**config.mk**
```make
export PLATFORM = sky130hd
export DESIGN_NAME = bist_fail_log
export DESIGN_NICKNAME = d
export VERILOG_FILES = /design/src/rtl/bist_fail_log.sv
export SDC_FILE = /design/constraint.sdc
export NUM_CORES = 1
export LEC_CHECK = 0
export CELL_PAD_IN_SITES_DETAIL_PLACEMENT = 1
export CELL_PAD_IN_SITES_GLOBAL_PLACEMENT = 1
export CORE_MARGIN = 3
export CORE_UTILIZATION = 44
export DETAILED_ROUTE_END_ITERATION = 16
export PLACE_DENSITY = 0.85
export SLEW_MARGIN = 20
export SYNTH_ARGS = -nofsm -noshare
export SYNTH_HDL_FRONTEND = slang
export SYNTH_SLANG_ARGS = --single-unit
```
**constraint.sdc**
```tcl
create_clock -name clk -period 3.85 [get_ports clk]
set_input_delay 0.77 -clock clk [delete_from_list [all_inputs] [get_ports clk]]
set_output_delay 0.77 -clock clk [all_outputs]
set_load 0.02 [all_outputs]
```
**src/rtl/bist_fail_log.sv**
```systemverilog
// bist_fail_log: logs BIST compare fails into a FWFT FIFO and keeps session status.
// Define BIST_FAIL_LOG_TS_EN to add a per-record cycle timestamp on rec_ts.
module bist_fail_log #(
  parameter int WCOUNT = 256,
  parameter int WLENGTH = 4,
  parameter int DEPTH = 8,
  parameter int CNTW = 12,
`ifdef BIST_FAIL_LOG_TS_EN
  parameter int TSW = 16,
`endif
  localparam int AW = $clog2(WCOUNT)
) (
  input  logic               clk,
  input  logic               rst,
  input  logic               tmode,
  input  logic               fail,
  input  logic [AW-1:0]      fail_addr,
  input  logic [WLENGTH-1:0] exp_data,
  input  logic [WLENGTH-1:0] act_data,
  output logic               rec_valid,
  input  logic               rec_ready,
  output logic [AW-1:0]      rec_addr,
  output logic [WLENGTH-1:0] rec_exp,
  output logic [WLENGTH-1:0] rec_act,
`ifdef BIST_FAIL_LOG_TS_EN
  output logic [TSW-1:0]     rec_ts,
`endif
  output logic [CNTW-1:0]    fail_cnt,
  output logic               first_vld,
  output logic [AW-1:0]      first_addr,
  output logic               overflow,
  output logic               done,
  output logic               pass
);
  localparam int PW = $clog2(DEPTH);
`ifdef BIST_FAIL_LOG_TS_EN
  localparam int RW = TSW + AW + 2 * WLENGTH;
`else
  localparam int RW = AW + 2 * WLENGTH;
`endif
  typedef enum logic [1:0] {IDLE, LOG, DONE} state_t;
  state_t state;
  logic tmode_q, rise, fall, clear, log, push, pop, fvld_b;
  logic [PW-1:0] wptr, rptr, wp, rp;
  logic [PW:0] count, cnt_b;
  logic [CNTW-1:0] fcnt_b;
  logic [RW-1:0] mem [DEPTH];
  logic [RW-1:0] rec_in;
`ifdef BIST_FAIL_LOG_TS_EN
  logic [TSW-1:0] ts, ts_b;
  assign ts_b = clear ? '0 : ts;
  assign rec_in = {ts_b, fail_addr, exp_data, act_data};
  assign {rec_ts, rec_addr, rec_exp, rec_act} = mem[rptr];
  always_ff @(posedge clk)
    ts <= rst ? '0 : ts_b + TSW'(clear | (state == LOG));
`else
  assign rec_in = {fail_addr, exp_data, act_data};
  assign {rec_addr, rec_exp, rec_act} = mem[rptr];
`endif
  assign rec_valid = count != '0;
  // A rise starts a fresh session: every "_b" value is the state as seen after the clear.
  always_comb begin
    rise = tmode & ~tmode_q;
    fall = ~tmode & tmode_q;
    clear = rise & (state != LOG);
    log = fail & tmode & ((state == LOG) | rise);
    cnt_b = clear ? '0 : count;
    wp = clear ? '0 : wptr;
    rp = clear ? '0 : rptr;
    fcnt_b = clear ? '0 : fail_cnt;
    fvld_b = clear ? 1'b0 : first_vld;
    pop = rec_valid & rec_ready & ~clear;
    push = log & ((cnt_b != (PW+1)'(DEPTH)) | pop);
  end
  always_ff @(posedge clk)
    if (push) mem[wp] <= rec_in;
  always_ff @(posedge clk) begin
    if (rst) begin
      state <= IDLE;
      tmode_q <= 1'b0;
      wptr <= '0;
      rptr <= '0;
      count <= '0;
      fail_cnt <= '0;
      first_vld <= 1'b0;
      first_addr <= '0;
      overflow <= 1'b0;
      done <= 1'b0;
      pass <= 1'b0;
    end else begin
      tmode_q <= tmode;
      state <= clear ? LOG : (fall && state == LOG) ? DONE : state;
      wptr <= wp + PW'(push);
      rptr <= rp + PW'(pop);
      count <= cnt_b + (PW+1)'(push) - (PW+1)'(pop);
      fail_cnt <= fcnt_b + CNTW'(log & ~(&fcnt_b));
      first_vld <= fvld_b | log;
      if (log & ~fvld_b) first_addr <= fail_addr;
      overflow <= (clear ? 1'b0 : overflow) | (log & ~push);
      done <= fall;
      pass <= clear ? 1'b0 : fall ? (fail_cnt == '0) : pass;
    end
  end
endmodule

```
==> results of run 1 <==
==> kinds of logic after synthesis <==
group,after synthesis
DFF,165
and+or+nand+nor,96
muxes,56
buffers and inverters,20
AOI/OAI and AO/OA,18
xor gates and xnor gates,14
adders and majority gates,12
==> Yosys cell counts (all sizes together) (3+ instances only) <==
master    n
nand4     4
buf       9
nor2b    10
clkbuf    7
edfxtp  128
nor4      4
mux2     16
nor2     36
and2      7
a21oi     3
dfxtp    37
xnor2     3
xor2     11
mux2i     8
nand3     5
ha       11
nand2    11
nand2b    6
inv       4
mux4     32
o21ai     4
==> flip-flops by register name, summed over array words and instances, names as in the netlist <==
name	cells
mem	128
fail_cnt	12
first_addr	8
count	4
rptr	3
wptr	3
state	2
done	1
first_vld	1
overflow	1
pass	1
tmode_q	1
==> per-stage QoR <==
stage,total power [uW],hold slack [ns],utilization
floorplan,2460,0.506,-
global placement,2660,0.449,0.515
detailed placement,2700,0.459,0.515
CTS,4360,0.474,0.555
global route,4500,0.499,0.555
finish,4320,0.470,0.555
==> worst max-delay path, stage by stage (launching register included) <==
cell and delay (ns):
dfxtp_2 0.58, buf_4 0.32, mux4_1 0.59, mux2_2 0.31
clkdlybuf4s50_1 0.57
==> layer usage <==
metal,GRT usage,part of all wire
met5,0,0
met2,0.316,0.51
met4,0.0556,0.014
met3,0.0627,0.048
met1,0.233,0.42
==> cell usage in the layout (no fill, tap or decap), types with 3 or more instances in the layout <==
| cell | instances |
|---|---|
| a21oi_1 | 3 |
| and2_1 | 7 |
| buf_4 | 18 |
| clkbuf_1 | 3 |
| clkbuf_16 | 17 |
| clkbuf_8 | 3 |
| clkdlybuf4s50_1 | 61 |
| clkinv_2 | 3 |
| dfxtp_1 | 36 |
| edfxtp_1 | 128 |
| ha_1 | 11 |
| inv_1 | 4 |
| mux2_2 | 16 |
| mux2i_1 | 8 |
| mux4_1 | 15 |
| mux4_2 | 17 |
| nand2_1 | 11 |
| nand2b_1 | 5 |
| nand3_1 | 5 |
| nand4_1 | 4 |
| nor2_1 | 36 |
| nor2b_1 | 10 |
| nor4_1 | 4 |
| o21ai_0 | 4 |
| xnor2_1 | 3 |
| xor2_1 | 11 |
==> cell type report <==
cell class	instances	area, um^2	share of cell area
clock inverters	9	104	0.0128
flip-flops and latches	165	4590	0.564
well taps	184	230	0.0283
multi-input cells	196	1950	0.240
inverters	4	15.0	0.00185
clock buffers	23	478	0.0588
repair buffers	80	766	0.0942
==> report_power, final <==
| part | internal [uW] | switching (uW) | leakage (uW) | total, uW |
|---|---|---|---|---|
| logic | 339 | 304 | 0.00100 | 644 |
| registers | 1960 | 45.1 | 0.00146 | 2010 |
| clock network | 1000 | 662 | 0.000285 | 1660 |
| total | 3310 | 1010 | 0.00274 | 4320 |
==> worst paths after layout <==
path,depth (start not counted),to,slack [ns]
worst max register to register,13,count[2],0.74
worst min-delay path,2,pass,0.47
worst min register to register,2,pass,0.47
worst max-delay path,4,rec_addr[4],0.29
==> flow_summary.toml, run 1 <==
[outcome]
status = "finished clean"

[worst_hold_path]
worstHoldStart = "pass"
hold_path.class = "reg2reg"

[detailed_routing]
vias = 3626
via_per_inst = 5.49
drtPass1Iterations = 4
routed_wl_mm = 14.8
drcViolationCount = 0
final_antenna_net_count = 0
wire_per_inst_um = 22.4
drt_iter0_markers = 302

[placement]
portBuffers = 61
dp_cells = 629
dp_slack_ns = 0.00534
gp_congestion = 0.826
hpwl_mm = 9.65
place_area_um2 = 7550

[global_routing]
grt.total_usage = 0.188
antenna_found_initial = 0
first_global_vias = 4029
grt_pass1_wl_mm = 23.1
grt_start_max_net_pins = 34
grt.overflow.total = 0

[logic_synthesis]
synthesis.area_um2 = 6640
synth_top_family_by_area = "multiplexers"
avgSynthCellArea_um2 = 17.4
ys_seq_elements = 165
synth_compound_area_frac = 0.0194
ys_warn_count = 0
synth_cells = 381
async_flop_share = 0
synth_edf_count = 128
synth_adder_area_share = 0.0237
synth_area_leaders = "edfxtp_1 58%, dfxtp_1 11%, mux4_1 5.9%"
synth_top_area_frac = 0.579
yosys.area_share.simple = 0.0750
ys_seq_area_frac = 0.691
synth.distinct_cells = 43
synth.area.mux_share = 0.156
synthXorXnorAreaFrac = 0.0185
synth_fp_nets = 414
synthFlopType = "edfxtp_1"
yosysTopAreaCell = "edfxtp_1"

[timing]
tightest_slew_ns = 0.641
finalSetupViolCount = 0
period_share = 0.926
rsz0062_at_grt = "no"
slew_violations = 0
min_period_ns = 3.56
max_freq_mhz = 281
finalWorstSetupSlack_ns = 0.287
clock-skew-final_ns = 0.00955
setup_tns_ns = 0
max-slew-margin-rel = 0.572
finalHoldViolCount = 0

[cts]
clock_latency_ns = 0.43
cts_buffers = 17
cts-resized-gates = 0
root_buffer = "clkbuf_16"
clk_pin_slew_ns = 0.06
holdBufCountCts = 0
cts_sinks = 165
cts_tree = "done"
cts_setup_buffers = 0
clk_path_buf_depth = 2
htreeDepth = 4

[cells_and_area]
stdcell_count = 661
final_area_um2 = 8130
area_delta_synth_final_pct = 22.4
diodes = 0
layout-drive-gt1-share = 0.178
fillCellCount = 1388
final_nets = 497

[setup_path]
rr_startpoint = "tmode_q"
endpoint_kind = "output port"
critPathKind = "reg2out"
worstSetupStartpointType = "register"
worst_ep_arrival_time_ns = 2.79
cp_max_fo = 11
crit_required_ns = 3.08
crit_start = "rptr[0]"

[floorplanning]
row_count = 44
coreArea_um2 = 14600
die_w_um = 129
die_h_um = 129
io_pins = 62
dieArea_um2 = 16600
initial_core_util = 0.453

[pwr]
leakage_uw = 0.00274
vdd_drop_max_mv = 0.334
powerDensity_nw_per_um2 = 531

[run]
max-cap-violations = 0
Note: power is estimated with default switching activity, not from simulation.
==> run 2, diff against run 1 <==
--- a/config.mk
+++ b/config.mk
@@ -11,7 +11,7 @@
 export CORE_UTILIZATION = 44
 export DETAILED_ROUTE_END_ITERATION = 16
 export PLACE_DENSITY = 0.85
-export SLEW_MARGIN = 20
+export SLEW_MARGIN = 25
 export SYNTH_ARGS = -nofsm -noshare
 export SYNTH_HDL_FRONTEND = slang
 export SYNTH_SLANG_ARGS = --single-unit
==> results of run 2 <==
The final DEF is identical to that of run 1; final timing and power are the same.
